`src/rtl/rn_inject_buffer.sv`:
```
// rn_inject_buffer: credit-controlled local-injection FIFO with look-ahead XY port for an RN router
//   clk, rst                    : clock, synchronous active-high reset
//   dev_flit_v_i/dev_flit_i     : device push
//   dev_credit_o                : one-cycle credit return pulse, one cycle after each pop
//   node_id_x_i/node_id_y_i     : static router coordinates
//   flit_v_o/flit_o             : head entry valid and flit
//   flit_look_ahead_routing_o   : first-hop port toward (x=1, y=0), computed at push time
//   flit_pop_i                  : router consumed the head flit
//   count_o                     : occupancy 0..DEPTH
//   overflow_err_o              : sticky, set by a push while full
module rn_inject_buffer #(
  parameter type flit_payload_t = logic [255:0],
  parameter type io_port_t = logic [2:0],
  parameter int DEPTH = 4,
  parameter int NodeID_X_Width = 4,
  parameter int NodeID_Y_Width = 4
) (
  input  logic                       clk,
  input  logic                       rst,
  input  logic                       dev_flit_v_i,
  input  flit_payload_t              dev_flit_i,
  output logic                       dev_credit_o,
  input  logic [NodeID_X_Width-1:0]  node_id_x_i,
  input  logic [NodeID_Y_Width-1:0]  node_id_y_i,
  output logic                       flit_v_o,
  output flit_payload_t              flit_o,
  output io_port_t                   flit_look_ahead_routing_o,
  input  logic                       flit_pop_i,
  output logic [$clog2(DEPTH+1)-1:0] count_o,
  output logic                       overflow_err_o
);
  localparam int AW = $clog2(DEPTH);
  localparam int CW = $clog2(DEPTH+1);
  localparam io_port_t PORT_LOCAL = io_port_t'(0);
  localparam io_port_t PORT_XP = io_port_t'(1);
  localparam io_port_t PORT_XM = io_port_t'(2);
  localparam io_port_t PORT_YM = io_port_t'(4);
  flit_payload_t flit_mem_q [DEPTH];
  io_port_t port_mem_q [DEPTH];
  logic [AW-1:0] wr_q, wr_d, rd_q, rd_d;
  logic [CW-1:0] count_q, count_d;
  logic credit_q, credit_d, ovf_q, ovf_d;
  logic push, pop;
  io_port_t la_port;
  // fullness uses the pre-pop count, so a push while full is rejected even with a pop
  always_comb begin
    push = dev_flit_v_i && (count_q != CW'(DEPTH));
    pop = (count_q != '0) && flit_pop_i;
    la_port = (node_id_x_i == '0) ? PORT_XP :
              (node_id_x_i > NodeID_X_Width'(1)) ? PORT_XM :
              (node_id_y_i != '0) ? PORT_YM : PORT_LOCAL;
    wr_d = push ? wr_q + AW'(1) : wr_q;
    rd_d = pop ? rd_q + AW'(1) : rd_q;
    count_d = count_q + CW'(push) - CW'(pop);
    credit_d = pop;
    ovf_d = ovf_q || (dev_flit_v_i && !push);
  end
  always_ff @(posedge clk) begin
    if (rst) begin
      wr_q <= '0;
      rd_q <= '0;
      count_q <= '0;
      credit_q <= 1'b0;
      ovf_q <= 1'b0;
    end else begin
      wr_q <= wr_d;
      rd_q <= rd_d;
      count_q <= count_d;
      credit_q <= credit_d;
      ovf_q <= ovf_d;
    end
  end
  always_ff @(posedge clk) begin
    if (push) begin
      flit_mem_q[wr_q] <= dev_flit_i;
      port_mem_q[wr_q] <= la_port;
    end
  end
  assign flit_v_o = count_q != '0;
  assign flit_o = flit_mem_q[rd_q];
  assign flit_look_ahead_routing_o = port_mem_q[rd_q];
  assign count_o = count_q;
  assign dev_credit_o = credit_q;
  assign overflow_err_o = ovf_q;
endmodule

```
`config.mk`:
```
export PLATFORM = sky130hd
export DESIGN_NAME = rn_inject_buffer
export DESIGN_NICKNAME = d
export VERILOG_FILES = /design/src/rtl/rn_inject_buffer.sv
export SDC_FILE = /design/constraint.sdc
export NUM_CORES = 1
export LEC_CHECK = 0
export BUFFER_PORTS_ARGS = -buffer_cell sky130_fd_sc_hd__buf_2
export CAP_MARGIN = 5
export CORE_UTILIZATION = 25
export CTS_CLUSTER_DIAMETER = 40
export DETAILED_ROUTE_END_ITERATION = 7
export MAX_ROUTING_LAYER = met4
export PLACE_DENSITY_LB_ADDON = 0.3
export SYNTH_ARGS = -nofsm -noshare
export SYNTH_HDL_FRONTEND = slang
export SYNTH_SLANG_ARGS = --single-unit
export TNS_END_PERCENT = 20
```
`constraint.sdc`:
```
create_clock -name clk -period 22.6 [get_ports clk]
set_input_delay 3.39 -clock clk [delete_from_list [all_inputs] [get_ports clk]]
set_output_delay 3.39 -clock clk [all_outputs]
set_load 0.005 [all_outputs]
```
==> flow_metrics.py <==
metrics = {
    "drt": {
        "vias": 17300,
        "viasPerCell": 4.09,
        "route.detailed.drc": 0,
        "first_iter_violations": 926,
        "ant_nets": 0,
        "wirelength_microns": 85100,
        "wl_per_cell_microns": 20.2,
        "firstDrtPassIters": 5,
    },
    "synth": {
        "synth_area_leaders": "edfxtp_1 82%, mux4_2 15%, buf_6 0.74%",
        "ys_warn_count": 0,
        "synth.distinct_cells": 23,
        "ys_seq_area_frac": 0.826,
        "synth.cell_area_sq_um": 37900,
        "ys_ff_latch": 1047,
        "synth_nets": 1686,
        "synth_top_area_cell": "edfxtp_1",
        "netlist_instances": 1411,
        "synth.avg_cell_area_sq_um": 26.9,
        "synth_top_area_frac": 0.820,
    },
    "setup_path": {
        "worst_path_most_repeated_cell": "buf_4",
        "critical_path.top_delay_family": "buffers and inverters",
        "worstPathCellList": "buf_4 -> buf_4 -> buf_4 -> mux4_2 -> buf_2",
        "endpoint_kind": "output port",
        "path_max_fanout": 51,
        "required_ns": 19.21,
        "path_buf_inv": 4,
        "max_stage_delay_ns": 0.88,
        "crit_slowest_cell": "dfxtp_4",
        "cp.arrival_ns": 5.00,
        "critPathKind": "flop to output port",
        "critPathLaunchType": "flop",
    },
    "grt": {
        "grt_pass1_vias": 18800,
        "grt-ovfl-total": 0,
        "grtUsageTotal": 0.113,
        "grt_pass1_wl_microns": 124000,
        "grt_max_degree": 120,
        "grt_antenna_before_repair": 24,
    },
    "sta": {
        "hold_ws_ns": 0.472,
        "period_minus_slack_ns": 8.39,
        "finalSetupViolations": 0,
        "finalHoldViolCount": 0,
        "rsz0062_at_grt": "no",
        "drv_slew": 0,
        "min_period_over_period": 0.371,
        "maxSlewHeadroom": 0.175,
        "fin_setup_tns_ns": 0,
        "fmax_ghz": 0.119,
        "worstMarginPinSlew_ns": 1.24,
        "finClkSkew_ns": 0.0390,
    },
    "run_status": {
        "status": "completed",
    },
    "layout": {
        "nets": 2332,
        "layout_commonest_cell": "edfxtp_1",
        "area_growth_pct": 26.7,
        "final_cell_mix": "1036 x edfxtp_1, 532 x buf_2, 259 x mux4_2",
        "post_route_cells_drive_above_1_share": 0.486,
    },
    "power_and_ir_drop": {
        "p_sw_frac": 0.256,
        "p_comb_frac": 0.179,
        "power_density_nw_per_um2": 121,
        "ir_drop_mv": 0.0810,
        "intPower_uw": 4310,
        "power.share.clock": 0.402,
        "power.net_switching_uw": 1490,
        "p_seq_frac": 0.418,
        "leakage_uw": 0.0158,
    },
    "clocking": {
        "insertion_delay_ns": 0.76,
        "hold_buffers": 0,
        "cts-root-buf": "clkbuf_16",
        "htreeDepth": 4,
        "cts_setup_buffers": 0,
        "cts_buffers": 149,
        "cts_resized": 0,
        "cts_tree": "done",
        "clk_pin_slew_ns": 0.05,
        "clock-sinks": 1047,
        "clockBufferDepth": 3,
    },
    "die": {
        "die_area_sq_um": 153000,
        "rows": 142,
        "die_h_microns": 391,
        "io_pins": 533,
        "die_w_microns": 391,
        "core_area_sq_um": 150000,
        "start_util": 0.253,
    },
    "place": {
        "io_buffers": 532,
        "globalplace.congestion": 0.734,
        "place_hpwl_microns": 52500,
    },
    "flow_run": {
        "cap_violations": 0,
    },
    "min_path": {
        "hp-class": "flop to flop",
    },
}
==> registers in the layout, summed over array words and instances (netlist names), named ones only <==
signal	count
flit_mem_q	1024
port_mem_q	12
count_o	3
rd_q	2
wr_q	2
dev_credit_o	1
overflow_err_o	1
==> power by group through the flow <==
stage / clock network [uW] / logic (uW) / registers (uW)
after detailed placement: 0 / 1080 / 2470
after CTS: 2400 / 1090 / 2430
after global routing: 2480 / 1130 / 2440
after floorplan: 0 / 656 / 2480
after global placement: 0 / 1070 / 2460
final: 2330 / 1040 / 2420
==> routing by layer <==
layer,GRT usage,share of wire,vias up
met5,-,0,-
met4,0.0409,0.024,0
met3,0.0453,0.088,155
met2,0.183,0.50,509
met1,0.126,0.38,9072
li1,-,-,7527
==> worst min-delay path: stages (launching register included) <==
cell,delay (ns)
dfxtp_1,0.33
a31oi_1,0.04
nor2_1,0.07
==> through the flow <==
| stage | util | total power (uW) | worst slack (ns) | area [sq um] | cells |
|---|---|---|---|---|---|
| floorplan | - | 3130 | 12.28 | 37900 | 1411 |
| global placement | 0.286 | 3530 | 14.75 | 42900 | 3922 |
| detailed placement | 0.286 | 3550 | 14.65 | 42900 | 3922 |
| CTS | 0.320 | 5910 | 13.81 | 48000 | 4197 |
| global route | 0.320 | 6060 | 13.56 | 48100 | 4217 |
| finish | 0.320 | 5800 | 14.21 | 48100 | 4219 |
==> path summary, 6_finish.rpt <==
check	from	depth (start not counted)	endpoint	slack (ns)
setup / recovery	flop	5	flit_o[197]	14.21
hold / removal	overflow_err_o$_SDFF_PP0_	2	overflow_err_o$_SDFF_PP0_	0.47
setup reg to reg	count_o[1]$_SDFF_PP0_	5	flit_mem_q[3][197]$_DFFE_PP_	18.60
hold reg to reg	overflow_err_o$_SDFF_PP0_	2	overflow_err_o$_SDFF_PP0_	0.47
==> cells in the mapped netlist <==
cell,instances
dfxtp_1,11
inv_1,7
mux2_2,1
a31oi_1,1
mux4_2,259
xnor2_1,2
o31ai_1,1
or3_1,2
nand2b_1,2
and2_1,4
nor2_1,11
fa_1,1
buf_6,25
xor2_1,2
mux2i_1,1
ha_1,6
buf_2,27
o311ai_0,1
edfxtp_1,1036
o41ai_1,1
a21boi_1,1
clkbuf_1,7
nor2b_1,2
==> cell families (layout without fill, tap and decap cells) <==
logic type | Yosys count | in the layout | share of synthesized area
DFF | 1047 | 1047 | 0.826
buffers and inverters | 66 | 836 | 0.0124
adders and majority gates | 7 | 7 | 0.00251
other | 0 | 22 | 0
and+or+nand+nor | 21 | 21 | 0.00274
muxes | 261 | 261 | 0.154
AOI/OAI and AO/OA | 5 | 5 | 0.00102
xor gates and xnor gates | 4 | 4 | 0.000924
==> layout make-up <==
class                      count  area [sq um]
sequential                  1047         31300
clock buffer                 169          3870
clock inverter               106          1240
antenna                       22          55.1
inverter                       7          26.3
tap                         2016          2520
fill                       14300        102000
timing repair buffer         554          2880
multi-input combinational    298          6140
Power figures use the tool's default switching activity.
